`src/rtl/cnn_layer_accel_fas_rd_arb_pkg.sv`:
```
// Shared definitions for the FAS read arbiter: client IDs, FSM state, tag type.
package cnn_layer_accel_fas_rd_arb_pkg;

  localparam int unsigned C_IM_SM_RD_ID = 0;
  localparam int unsigned C_PM_SM_RD_ID = 1;
  localparam int unsigned C_PV_SM_RD_ID = 2;
  localparam int unsigned C_RM_SM_RD_ID = 3;
  localparam int unsigned SM_RD_NUM     = 4;

  typedef logic [$clog2(SM_RD_NUM)-1:0] rd_tag_t;

  typedef enum logic {
    ST_IDLE  = 1'b0,
    ST_ISSUE = 1'b1
  } arb_state_e;

  // Round-robin successor of a client ID, wrapping at n.
  function automatic rd_tag_t rr_next(rd_tag_t cur, int unsigned n);
    return rd_tag_t'((32'(cur) + 32'd1) % n);
  endfunction

endpackage

```
`src/rtl/cnn_layer_accel_fas_rd_arb_tag_fifo.sv`:
```
// Synchronous FIFO of read tags recording bursts in issue order.
module cnn_layer_accel_fas_rd_arb_tag_fifo
  import cnn_layer_accel_fas_rd_arb_pkg::*;
#(
  parameter int unsigned C_DEPTH = 8   // power of 2, >= 2
) (
  input  logic                       clk,
  input  logic                       rst,
  input  logic                       push,
  input  rd_tag_t                    push_tag,
  input  logic                       pop,
  output rd_tag_t                    head_tag,
  output logic                       full,
  output logic                       empty,
  output logic [$clog2(C_DEPTH):0]   count
);

  localparam int unsigned PW = $clog2(C_DEPTH);
  localparam int unsigned CW = PW + 1;

  rd_tag_t         mem_q [C_DEPTH];
  rd_tag_t         mem_d [C_DEPTH];
  logic [PW-1:0]   wr_ptr_q, wr_ptr_d;
  logic [PW-1:0]   rd_ptr_q, rd_ptr_d;
  logic [CW-1:0]   count_q, count_d;
  logic            push_ok, pop_ok;

  assign full     = (count_q == CW'(C_DEPTH));
  assign empty    = (count_q == '0);
  assign count    = count_q;
  assign head_tag = mem_q[rd_ptr_q];

  // Pointer/count update; a simultaneous push and pop leaves the count unchanged.
  always_comb begin
    push_ok  = push & ~full;
    pop_ok   = pop & ~empty;
    mem_d    = mem_q;
    wr_ptr_d = wr_ptr_q;
    rd_ptr_d = rd_ptr_q;
    if (push_ok) begin
      mem_d[wr_ptr_q] = push_tag;
      wr_ptr_d        = wr_ptr_q + PW'(1);
    end
    if (pop_ok) begin
      rd_ptr_d = rd_ptr_q + PW'(1);
    end
    count_d = count_q + CW'(push_ok) - CW'(pop_ok);
  end

  // Storage and pointer registers.
  always_ff @(posedge clk or posedge rst) begin
    if (rst) begin
      for (int unsigned i = 0; i < C_DEPTH; i++) mem_q[i] <= '0;
      wr_ptr_q <= '0;
      rd_ptr_q <= '0;
      count_q  <= '0;
    end else begin
      mem_q    <= mem_d;
      wr_ptr_q <= wr_ptr_d;
      rd_ptr_q <= rd_ptr_d;
      count_q  <= count_d;
    end
  end

endmodule

```
`src/rtl/cnn_layer_accel_fas_rd_arb.sv`:
```
// Round-robin read arbiter sharing the stream-manager read port among the
// FAS read clients, with in-order return routing via an outstanding-tag FIFO.
module cnn_layer_accel_fas_rd_arb
  import cnn_layer_accel_fas_rd_arb_pkg::*;
#(
  parameter int unsigned C_FAS_ID          = 0,
  parameter int unsigned C_NUM_RD          = 4,
  parameter int unsigned C_ADDR_WIDTH      = 32,
  parameter int unsigned C_LEN_WIDTH       = 16,
  parameter int unsigned C_DATA_WIDTH      = 128,
  parameter int unsigned C_MAX_OUTSTANDING = 8
) (
  input  logic                                   clk,
  input  logic                                   rst,
  input  logic [C_NUM_RD-1:0]                    rd_req,
  input  logic [C_NUM_RD*C_ADDR_WIDTH-1:0]       rd_addr,
  input  logic [C_NUM_RD*C_LEN_WIDTH-1:0]        rd_len,
  output logic [C_NUM_RD-1:0]                    rd_req_ack,
  output logic                                   mem_rd_req,
  output logic [C_ADDR_WIDTH-1:0]                mem_rd_addr,
  output logic [C_LEN_WIDTH-1:0]                 mem_rd_len,
  output logic [7:0]                             mem_rd_fas_id,
  input  logic                                   mem_rd_ack,
  input  logic                                   mem_rd_data_valid,
  input  logic [C_DATA_WIDTH-1:0]                mem_rd_data,
  input  logic                                   mem_rd_data_last,
  output logic [C_NUM_RD-1:0]                    rd_data_valid,
  output logic [C_DATA_WIDTH-1:0]                rd_data,
  output logic [C_NUM_RD-1:0]                    rd_data_last,
  output logic [$clog2(C_MAX_OUTSTANDING):0]     outstanding_cnt,
  output logic                                   err_orphan
);

  arb_state_e               state_q, state_d;
  rd_tag_t                  rr_ptr_q, rr_ptr_d;
  rd_tag_t                  grant_q, grant_d;
  logic [C_ADDR_WIDTH-1:0]  addr_q, addr_d;
  logic [C_LEN_WIDTH-1:0]   len_q, len_d;
  logic [C_DATA_WIDTH-1:0]  rdata_q, rdata_d;
  logic [C_NUM_RD-1:0]      rvalid_q, rvalid_d;
  logic [C_NUM_RD-1:0]      rlast_q, rlast_d;
  logic                     err_q, err_d;

  logic [C_ADDR_WIDTH-1:0]  addr_arr [C_NUM_RD];
  logic [C_LEN_WIDTH-1:0]   len_arr  [C_NUM_RD];
  rd_tag_t                  cand;
  rd_tag_t                  sel;
  logic                     req_found;

  logic                     push, pop;
  rd_tag_t                  head_tag;
  logic                     fifo_full, fifo_empty;

  cnn_layer_accel_fas_rd_arb_tag_fifo #(
    .C_DEPTH (C_MAX_OUTSTANDING)
  ) u_tag_fifo (
    .clk      (clk),
    .rst      (rst),
    .push     (push),
    .push_tag (grant_q),
    .pop      (pop),
    .head_tag (head_tag),
    .full     (fifo_full),
    .empty    (fifo_empty),
    .count    (outstanding_cnt)
  );

  assign mem_rd_fas_id = 8'(C_FAS_ID);
  assign mem_rd_req    = (state_q == ST_ISSUE);
  assign mem_rd_addr   = addr_q;
  assign mem_rd_len    = len_q;
  assign rd_data_valid = rvalid_q;
  assign rd_data_last  = rlast_q;
  assign rd_data       = rdata_q;
  assign err_orphan    = err_q;

  // Unpack the flat per-client address/length buses.
  always_comb begin
    for (int unsigned i = 0; i < C_NUM_RD; i++) begin
      addr_arr[i] = rd_addr[i*C_ADDR_WIDTH +: C_ADDR_WIDTH];
      len_arr[i]  = rd_len[i*C_LEN_WIDTH +: C_LEN_WIDTH];
    end
  end

  // Pick the first requester at or after the round-robin pointer.
  always_comb begin
    req_found = 1'b0;
    sel       = '0;
    cand      = '0;
    for (int unsigned i = 0; i < C_NUM_RD; i++) begin
      cand = rd_tag_t'((32'(rr_ptr_q) + i) % C_NUM_RD);
      if (!req_found && rd_req[cand]) begin
        req_found = 1'b1;
        sel       = cand;
      end
    end
  end

  // Grant FSM: zero-length requests are acknowledged directly from IDLE.
  always_comb begin
    state_d    = state_q;
    rr_ptr_d   = rr_ptr_q;
    grant_d    = grant_q;
    addr_d     = addr_q;
    len_d      = len_q;
    rd_req_ack = '0;
    push       = 1'b0;
    case (state_q)
      ST_IDLE: begin
        if (req_found && !fifo_full) begin
          if (len_arr[sel] == '0) begin
            rd_req_ack[sel] = 1'b1;
            rr_ptr_d        = rr_next(sel, C_NUM_RD);
          end else begin
            grant_d = sel;
            addr_d  = addr_arr[sel];
            len_d   = len_arr[sel];
            state_d = ST_ISSUE;
          end
        end
      end
      ST_ISSUE: begin
        if (mem_rd_ack) begin
          rd_req_ack[grant_q] = 1'b1;
          push                = 1'b1;
          rr_ptr_d            = rr_next(grant_q, C_NUM_RD);
          state_d             = ST_IDLE;
        end
      end
      default: state_d = ST_IDLE;
    endcase
  end

  // Return path: route each beat to the FIFO-head client, pop on the last beat.
  always_comb begin
    rvalid_d = '0;
    rlast_d  = '0;
    rdata_d  = rdata_q;
    err_d    = err_q;
    pop      = 1'b0;
    if (mem_rd_data_valid) begin
      if (fifo_empty) begin
        err_d = 1'b1;
      end else begin
        rvalid_d[head_tag] = 1'b1;
        rdata_d            = mem_rd_data;
        if (mem_rd_data_last) begin
          rlast_d[head_tag] = 1'b1;
          pop               = 1'b1;
        end
      end
    end
  end

  // State and output registers.
  always_ff @(posedge clk or posedge rst) begin
    if (rst) begin
      state_q  <= ST_IDLE;
      rr_ptr_q <= '0;
      grant_q  <= '0;
      addr_q   <= '0;
      len_q    <= '0;
      rdata_q  <= '0;
      rvalid_q <= '0;
      rlast_q  <= '0;
      err_q    <= 1'b0;
    end else begin
      state_q  <= state_d;
      rr_ptr_q <= rr_ptr_d;
      grant_q  <= grant_d;
      addr_q   <= addr_d;
      len_q    <= len_d;
      rdata_q  <= rdata_d;
      rvalid_q <= rvalid_d;
      rlast_q  <= rlast_d;
      err_q    <= err_d;
    end
  end

endmodule
```
`config.mk`:
```
export PLATFORM = sky130hd
export DESIGN_NAME = cnn_layer_accel_fas_rd_arb
export DESIGN_NICKNAME = d
export VERILOG_FILES = /design/src/rtl/cnn_layer_accel_fas_rd_arb_pkg.sv /design/src/rtl/cnn_layer_accel_fas_rd_arb_tag_fifo.sv /design/src/rtl/cnn_layer_accel_fas_rd_arb.sv
export SDC_FILE = /design/constraint.sdc
export NUM_CORES = 1
export LEC_CHECK = 0
export ABC_AREA = 1
export CAP_MARGIN = 5
export CORE_ASPECT_RATIO = 0.6
export CORE_MARGIN = 2
export CORE_UTILIZATION = 25
export DETAILED_ROUTE_END_ITERATION = 12
export GPL_ROUTABILITY_DRIVEN = 0
export SLEW_MARGIN = 20
export SYNTH_ARGS = -nofsm -noshare
export SYNTH_HDL_FRONTEND = slang
export SYNTH_HIERARCHICAL = 1
export SYNTH_SLANG_ARGS = --single-unit
```
`constraint.sdc`:
```
create_clock -name clk -period 6 [get_ports clk]
set_input_delay 1.2 -clock clk [delete_from_list [all_inputs] [get_ports clk]]
set_output_delay 1.2 -clock clk [all_outputs]
set_load 0.05 [all_outputs]
```
### Yosys cells after proc, flatten, opt, wreduce, memory -nomap -nowiden

Index checks and enable logic that the tools add are counted.

* bits in registers: 216
* logic and storage cells: 130
* input port bits: 329
* output and inout bits: 202

* magnitude comparators: 14
* muxes and demuxes: 56
* $add $sub $neg: 9
* eq/ne operators: 4
* reduce and logical (&&, ||, !) cells: 18
* bitwise gates (word level): 9

Operator list (number)
* binary-select mux 32 bit (select 2 bit): 1
* 2-to-1 mux 32 bit: 2
* binary-select mux 16 bit (select 2 bit): 1
* 2-to-1 mux 16 bit: 2
* 2-to-1 mux 4 bit: 8
* less-than comparator 2 x 3 -> 1 bit (second input constant): 7
* 2-to-1 mux 2 bit: 10
* 2-to-1 mux 1 bit: 19
* bitwise mux 16 bit: 1
* zero test 16 bit: 1
* binary-select mux 1 bit (select 2 bit): 4
* >= comparator 4 bit (second input constant): 2
* logical AND 1 bit: 8
* NOT 3 -> 4 bit: 2
* one-hot mux 4 bit (2 select lines): 1
* adder 2 x 1 -> 2 bit (second input constant): 3
* adder 3 x 1 -> 3 bit (second input constant): 2
* binary-select mux 2 bit (select 3 bit): 1
* demux 1 bit (select 2 bit): 3
* demux 2 bit (select 3 bit): 1
* >= comparator 2 x 1 -> 1 bit (second input constant): 3
* != test 2 bit (second input constant): 3
* AND reduction 3 bit: 2
* adder 2 bit (second input constant): 2
* 13 further kinds: 21

### Longest topological paths before layout

Gate-level depths: netlist of run 1.

* depth after elaboration: 20
* mapped depth: 23
* mapped depth without buffers: 21

### Hierarchy

The synthesis of run 1 kept the hierarchy.

Modules (own cells, without submodules)
* cnn_layer_accel_fas_rd_arb: cells an instance 940, area an instance 9071.2 um^2, seq. area each 4754.6 um^2, instances 1
* cnn_layer_accel_fas_rd_arb_tag_fifo: cells an instance 202, area an instance 1526.5 um^2, seq. area each 650.6 um^2, instances 1

### Worst setup path before layout of run 1

Ideal clock, no wire load.

* kind: input-to-output
* start point: in rd_req[3]
* end point: out rd_req_ack[0]
* stages: 18
* required time: 4800 ps
* setup slack: 981 ps
* arrival: 3819 ps
* buffers on the path: 1
* path through: inv_1 > nand2_1 > nand3_1 > nand2_2 > nor2_4 > nand3_2 > nand2_2 > nand2_2 > buf_2 > nand2_1 > nand2_1 > nand2_1 > nand2_1 > nor2_1 > nand2_1 > nor2_2 > nand3_1 > o21ai_0

* longest elaborated chain between the ends: 20
* elaborated cells on any way between the ends: 36
* classes of those cells: 2 x order compare; 24 x mux; 1 x bitwise; 9 x reduce/logical

RTL lines
* start: declaration: line cnn_layer_accel_fas_rd_arb.sv:15 `input logic [C_NUM_RD-1:0] rd_req,`
* binary-select mux 1 bit (select 2 bit): line cnn_layer_accel_fas_rd_arb.sv:92 `if (!req_found && rd_req[cand]) begin`
* 2-to-1 mux 1 bit (implied by the code): line cnn_layer_accel_fas_rd_arb.sv:92
* 2-to-1 mux 1 bit: line cnn_layer_accel_fas_rd_arb.sv:92
* zero test 1 bit: line cnn_layer_accel_fas_rd_arb.sv:92
* logical AND 1 bit: line cnn_layer_accel_fas_rd_arb.sv:92
* 2-to-1 mux 1 bit: line cnn_layer_accel_fas_rd_arb.sv:92
* zero test 1 bit: line cnn_layer_accel_fas_rd_arb.sv:92
* logical AND 1 bit: line cnn_layer_accel_fas_rd_arb.sv:92
* [... 3 more ...]
* 2-to-1 mux 2 bit: line cnn_layer_accel_fas_rd_arb.sv:92
* NOT 2 -> 3 bit (implied by the code): line cnn_layer_accel_fas_rd_arb.sv:111 `if (len_arr[sel] == '0) begin`
* binary-select mux 16 bit (select 2 bit): line cnn_layer_accel_fas_rd_arb.sv:111
* 2-to-1 mux 16 bit (implied by the code) (2 in series): line cnn_layer_accel_fas_rd_arb.sv:111
* zero test 16 bit: line cnn_layer_accel_fas_rd_arb.sv:111
* 2-to-1 mux 4 bit: line cnn_layer_accel_fas_rd_arb.sv:111
* 2-to-1 mux 4 bit *: line cnn_layer_accel_fas_rd_arb.sv:110 `if (req_found && !fifo_full) begin`
* one-hot mux 4 bit (2 select lines) *: line cnn_layer_accel_fas_rd_arb.sv:108 `case (state_q)`
* end: declaration: line cnn_layer_accel_fas_rd_arb.sv:18 `output logic [C_NUM_RD-1:0] rd_req_ack,`

Mark *: on every way between the ends. The rest lies on a longest branch, timed or not. The select of a mux whose other input is x is not followed.

### Final worst setup path of run 1

* start point: in rd_req[1]
* end point: out rd_req_ack[1]

The elaborated chain is that of the path after synthesis.

==> results of run 1 <==
==> flip-flops by register name, summed over array words and instances, names as in the netlist <==
| name | flops |
|---|---|
| u_tag_fifo/mem_q | 16 |
| mem_rd_addr | 32 |
| grant_q | 2 |
| mem_rd_req | 1 |
| u_tag_fifo/rd_ptr_q | 3 |
| rd_data | 128 |
| rr_ptr_q | 2 |
| u_tag_fifo/count | 4 |
| err_orphan | 1 |
| rd_data_valid | 4 |
| rd_data_last | 4 |
| u_tag_fifo/wr_ptr_q | 3 |
| mem_rd_len | 16 |
==> layer usage <==
metal  vias to the layer above  routed length [um]  GRT usage (%)
li1                       4797                   -              -
met1                      4969               18800           25.5
met2                       325               21000           31.0
met3                        59                2310           3.70
met4                         0                 766           3.51
met5                         -                   0              0
==> worst paths after layout <==
check	cells past startpoint	end	slack, ns
min	1	err_orphan	0.47
min reg2reg	1	err_orphan	0.47
min in group asynchronous	2	rd_data_valid[1]	1.06
max	18	rd_req_ack[1]	0.36
max in group asynchronous	3	rd_data[6]	3.86
max reg2reg	21	grant_q[0]	1.96
==> placed cells by master (no fill, tap or decap), types with 2 or more instances in the layout <==
cell	netlist	routed
clkdlybuf4s50_1	0	518
nand2_1	338	336
dfrtp_1	216	216
nand3_1	199	199
mux2_2	128	128
inv_1	49	47
a22oi_1	32	32
clkbuf_16	0	25
nor2_1	24	22
nand4_1	19	19
buf_4	10	14
conb_1	1	8
ha_1	8	8
o21ai_0	7	7
nand2_2	5	6
o21ai_1	6	6
inv_2	5	6
buf_12	0	6
clkbuf_1	31	5
nor2_2	2	4
nor3_1	4	4
xnor2_1	4	4
clkinv_2	0	4
clkbuf_8	0	4
a21oi_1	3	3
inv_6	0	3
bufinv_16	0	3
xor2_1	3	3
diode_2	0	2
nor4_1	2	2
nand2_4	1	2
==> area by class of cell <==
class / count / area [um2] / area share (%)
flip-flops and latches: 216 / 5410 / 31.4
well taps: 570 / 713 / 4.15
inverters: 55 / 210 / 1.22
diodes: 2 / 5.00 / 0.0291
clock inverters: 11 / 145 / 0.844
repair buffers: 538 / 5410 / 31.5
multi-input cells: 799 / 4600 / 26.8
clock buffers: 34 / 699 / 4.07
==> stage by stage <==
stage	utilization [%]	hold WS (ns)	instances
after detailed placement	39.0	0.458	2178
final	41.1	0.468	2225
after global routing	41.0	0.494	2223
after CTS	41.0	0.472	2223
after floorplan	-	0.442	1149
after global placement	39.0	0.442	2178
==> power groups by stage <==
stage / Clock [mW] / Sequential [mW] / Combinational (mW)
2_1_floorplan: 0 / 3.58 / 2.94
3_3_place_gp: 0 / 2.27 / 6.28
3_5_place_dp: 0 / 2.29 / 6.34
4_1_cts: 1.67 / 2.27 / 6.36
5_1_grt: 1.73 / 2.34 / 6.87
6_report: 1.61 / 2.27 / 6.35
==> kinds of logic (layout without fill, tap and decap cells) <==
| kind of cell | after synthesis | in the layout | synth area share [%] |
|---|---|---|---|
| DFF | 216 | 216 | 51.0 |
| buffers and inverters | 134 | 638 | 5.96 |
| AOI/OAI and AO/OA | 50 | 50 | 3.15 |
| xor gates and xnor gates | 7 | 7 | 0.579 |
| muxes | 128 | 128 | 13.6 |
| other | 1 | 10 | 0.0354 |
| adders and majority gates | 9 | 9 | 1.13 |
| and+or+nand+nor | 597 | 597 | 24.5 |
==> worst max-delay path: cells and delay by family <==
kind	cells	cell delay [ns]
simple gates	13	1.80
buf+inv	4	0.98
compound gates	1	0.44
==> metrics.yaml, run 1 <==
worstSetupStartpoint: "rd_req[1]"
cap_viol_max_count: 0
p_int_mw: 4.98
grtUsageTotal_pct: 18.7
ant_nets: 0
die_h_um: 163
clk_path_buf_depth: 3
reg2reg_from: "rr_ptr_q[0]"
period_share_pct: 94.1
cp-start-kind: "input port"
ctsHoldBuffers: 0
drt_iter0_drc: 734
dp_hpwl_um: 32900
drcViolationCount: 0
path_cells: "clkdlybuf4s50_1 > inv_1 > nand2_1 > nand3_1 > nand2_2 > nor2_4 > nand3_1 > nand3_1 > nand2_2 > buf_4 > nand2_1 > nand2_1 > nor2_1 > nand2_1 > nor2_2 > nand3_1 > o21ai_0 > buf_12"
end_kind: "primary output"
power_per_cell_area_nw_per_um2: 595
die_width_um: 270
first_global_vias: 10100
syn_inst: 1142
timing.fmax_mhz: 177
nets: 1973
dp_slack_ns: 0.424
num_io_pins: 531
die_area_um2: 44100
finalMaxSlewViolations: 0
seq_power_share_pct: 22.2
hp-class: "register to register"
cts-resized-gates: 0
crit_type: "input port to primary output"
clk_latency_ns: 0.54
hold_viol: 0
post_cts_buffers: 0
final.setup.tns_ns: 0
synth_top_area_cell: "dfrtp_1"
cts_tree: "built"
switching_share_pct: 51.3
grt_start_max_net_pins: 141
netlist_area_um2: 10600
synth_warnings: 6
crit_slowest_cell: "o21ai_0"
synth_area_leaders: "dfrtp_1 (51%), mux2_2 (14%), nand2_1 (12%)"
fp.coreArea_um2: 41900
port_buffers: 522
nFillCells: 4119
wire_per_inst_um: 19.3
skew_ns: 0.0171
synth_top_cell_area_share_pct: 51.0
syn_area_per_cell_um2: 9.28
worst_pin_slew_ns: 0.948
path_max_fanout: 34
min_period_ns: 5.64
cts_root_buf: "clkbuf_16"
clk_pin_slew_ns: 0.06
switchingPower_mw: 5.24
first_pass_iters: 5
via_per_inst: 4.56
synth_ff_type: "dfrtp_1"
timing.final.setup_violations: 0
place_area_um2: 16300
arrival_ns: 4.44
cp_data_required_time_ns: 4.80
async_flop_share_pct: 100
yosysSeqAreaShare_pct: 51.0
rsz0062_at_grt: "false"
row_count: 58
antenna_found_initial: 3
power_frac_comb_pct: 62.1
synth-seq-cells: 216
overflow: 0
routed_wl_um: 42900
hold_path.startpoint: "err_orphan"
syn2layout_area_growth_pct: 62.2
cts_sinks: 216
htreeDepth: 1
vias: 10200
final_area_um2: 17200
start_util_pct: 25.3
clkPwrFrac_pct: 15.7
grt_pass1_wl_um: 63800
drive_gt1_share_pct: 12.7
p_leak_nw: 7.62
synth_edf_count: 0
synth.distinct_cells: 34
p_total_mw: 10.2
worst_ir_drop_vdd_v: 0.000276
status: "finished, final reports clean"
max-slew-margin-rel_pct: 36.8
slowest_delay_ns: 0.44
yosysMostFrequentCell: "nand2_1"
synthTopCellsByCount: "nand2_1 (338), dfrtp_1 (216), nand3_1 (199), mux2_2 (128), inv_1 (49)"
fin_ws_ns: 0.357
cts_inserted_buffers: 25
(Power assumes the default switching activity.)
==> run 2: changes to the inputs <==
SKIP_CTS_REPAIR_TIMING = 1   (was default)
==> results of run 2 <==
Final layout, timing and power as in run 1 (identical DEF).
==> run 3: changes to the inputs <==
SETUP_SLACK_MARGIN = 0.15   (was default)
==> run 3 against run 2 <==
First-iteration DRC count shrank 2.9%. Hold slack is essentially flat. Die area is the same. Flip-flop and latch count is the same.
==> metrics.yaml, run 3 (synthesized netlist as in run 1, its figures left out) <==
dp_hpwl_um: 32900  # unchanged
final.setup.tns_ns: 0  # unchanged
timing.final.setup_violations: 0  # unchanged
min_period_ns: 5.54  # -0.0983 ns
vias: 10100  # -0.089%
drt_iter0_drc: 713  # -2.9%
fin_ws_ns: 0.455  # +0.0983 ns
first_pass_iters: 5  # unchanged
cp_data_required_time_ns: 4.80  # about the same
cts_tree: "built"
cts_sinks: 216  # unchanged
final_area_um2: 17200  # unchanged
htreeDepth: 1  # unchanged
grtUsageTotal_pct: 18.7  # unchanged
num_io_pins: 531  # unchanged
cap_viol_max_count: 0  # unchanged
cts_root_buf: "clkbuf_16"
rsz0062_at_grt: "true"
die_area_um2: 44100  # unchanged
p_leak_nw: 7.62  # about the same
period_share_pct: 92.4  # -1.6 points
worst_ir_drop_vdd_v: 0.000276  # -0.15%
final_common_cell: "clkdlybuf4s50_1"
p_total_mw: 10.2  # about the same
clk_path_buf_depth: 3  # unchanged
power_frac_comb_pct: 62.1  # about the same
syn2layout_area_growth_pct: 62.2  # unchanged
die_h_um: 163  # unchanged
row_count: 58  # unchanged
seq_power_share_pct: 22.2  # about the same
power_per_cell_area_nw_per_um2: 595  # about the same
crit_type: "input port to primary output"
hp-class: "register to register"
place_area_um2: 16300  # unchanged
largest_register_ffs: 128  # unchanged
grt_start_max_net_pins: 141  # unchanged
nets: 1973  # unchanged
clk_pin_slew_ns: 0.06  # about the same
multiInputGateArea_um2: 4600  # unchanged
arrival_ns: 4.34  # -0.10 ns
drive_gt1_share_pct: 12.7  # unchanged
end_kind: "primary output"
final_cell_mix: "clkdlybuf4s50_1 (518), nand2_1 (336), dfrtp_1 (216)"
timing.fmax_mhz: 180  # +1.8%
antenna_found_initial: 3  # unchanged
switching_share_pct: 51.3  # about the same
overflow: 0  # unchanged
skew_ns: 0.0169  # -0.000140 ns
worst_pin_slew_ns: 0.949  # +0.000164 ns
port_buffers: 522  # unchanged
drcViolationCount: 0  # unchanged
wire_per_inst_um: 19.3  # about the same
nFillCells: 4119  # unchanged
die_width_um: 270  # unchanged
via_per_inst: 4.56  # about the same
switchingPower_mw: 5.25  # about the same
path_max_fanout: 34  # unchanged
dp_slack_ns: 0.424  # unchanged
hold_viol: 0  # unchanged
status: "finished, final reports clean"
clk_latency_ns: 0.54  # about the same
grt_pass1_wl_um: 63800  # unchanged
finalMaxSlewViolations: 0  # unchanged
fp.coreArea_um2: 41900  # unchanged
register_area_um2: 5410  # unchanged
p_int_mw: 4.98  # about the same
cts_inserted_buffers: 25  # unchanged
max-slew-margin-rel_pct: 36.8  # about the same
routed_wl_um: 42900  # about the same
clkPwrFrac_pct: 15.7  # about the same
cp-start-kind: "input port"
ant_nets: 0  # unchanged
start_util_pct: 25.3  # unchanged
first_global_vias: 10100  # unchanged
run 3: final timing paths:
| kind | from | endpoint | slack (ns) | cells past startpoint |
|---|---|---|---|---|
| worst max-delay path | rd_req[1] | rd_req_ack[1] | 0.46 | 18 |
| worst min-delay path | err_orphan | err_orphan | 0.47 | 1 |
| worst max register to register | rr_ptr_q[0] | grant_q[0] | 1.94 | 21 |
| worst min register to register | err_orphan | err_orphan | 0.47 | 1 |
| max in group asynchronous | rst | rd_data[6] | 3.86 | 3 |
| min in group asynchronous | rst | rd_data_valid[1] | 1.06 | 2 |
run 3: cell type report:
type | count | area share [%]
diodes | 2 | 0.0291
clock buffers | 34 | 4.07
clock inverters | 11 | 0.844
inverters | 55 | 1.22
multi-input cells | 799 | 26.8
flip-flops and latches | 216 | 31.4
well taps | 570 | 4.15
repair buffers | 538 | 31.5
run 3: routing by layer:
layer / global-route usage [%] / wire length [um]
met5: 0 / 0
met3: 3.70 / 2200
met2: 31.0 / 21000
met1: 25.5 / 18900
met4: 3.51 / 757
run 3: worst max-delay path, stage by stage:
cell and delay [ns]:
clkdlybuf4s50_1 0.43, inv_1 0.08, nand2_1 0.09, nand3_1 0.16
nand2_2 0.10, nor2_4 0.15, nand3_1 0.09, nand3_1 0.11
nand2_2 0.14, buf_4 0.28, nand2_1 0.11, nand2_1 0.07
nor2_1 0.17, nand2_1 0.09, nor2_2 0.20, nand3_1 0.33
o21ai_1 0.35, buf_12 0.18
run 3: stage by stage:
step           instances  hold slack [ns]  utilization (%)
2_1_floorplan       1149            0.442                -
3_3_place_gp        2178            0.442             39.0
3_5_place_dp        2178            0.458             39.0
4_1_cts             2223            0.472             41.0
5_1_grt             2223            0.494             41.0
6_report            2225            0.468             41.1
run 3: power by group through the flow:
stage | logic, mW | registers [mW] | clock network (mW)
floorplan | 2.94 | 3.58 | 0
CTS | 6.36 | 2.27 | 1.67
global route | 6.87 | 2.34 | 1.73
detailed placement | 6.34 | 2.29 | 0
finish | 6.35 | 2.27 | 1.61
global placement | 6.28 | 2.27 | 0
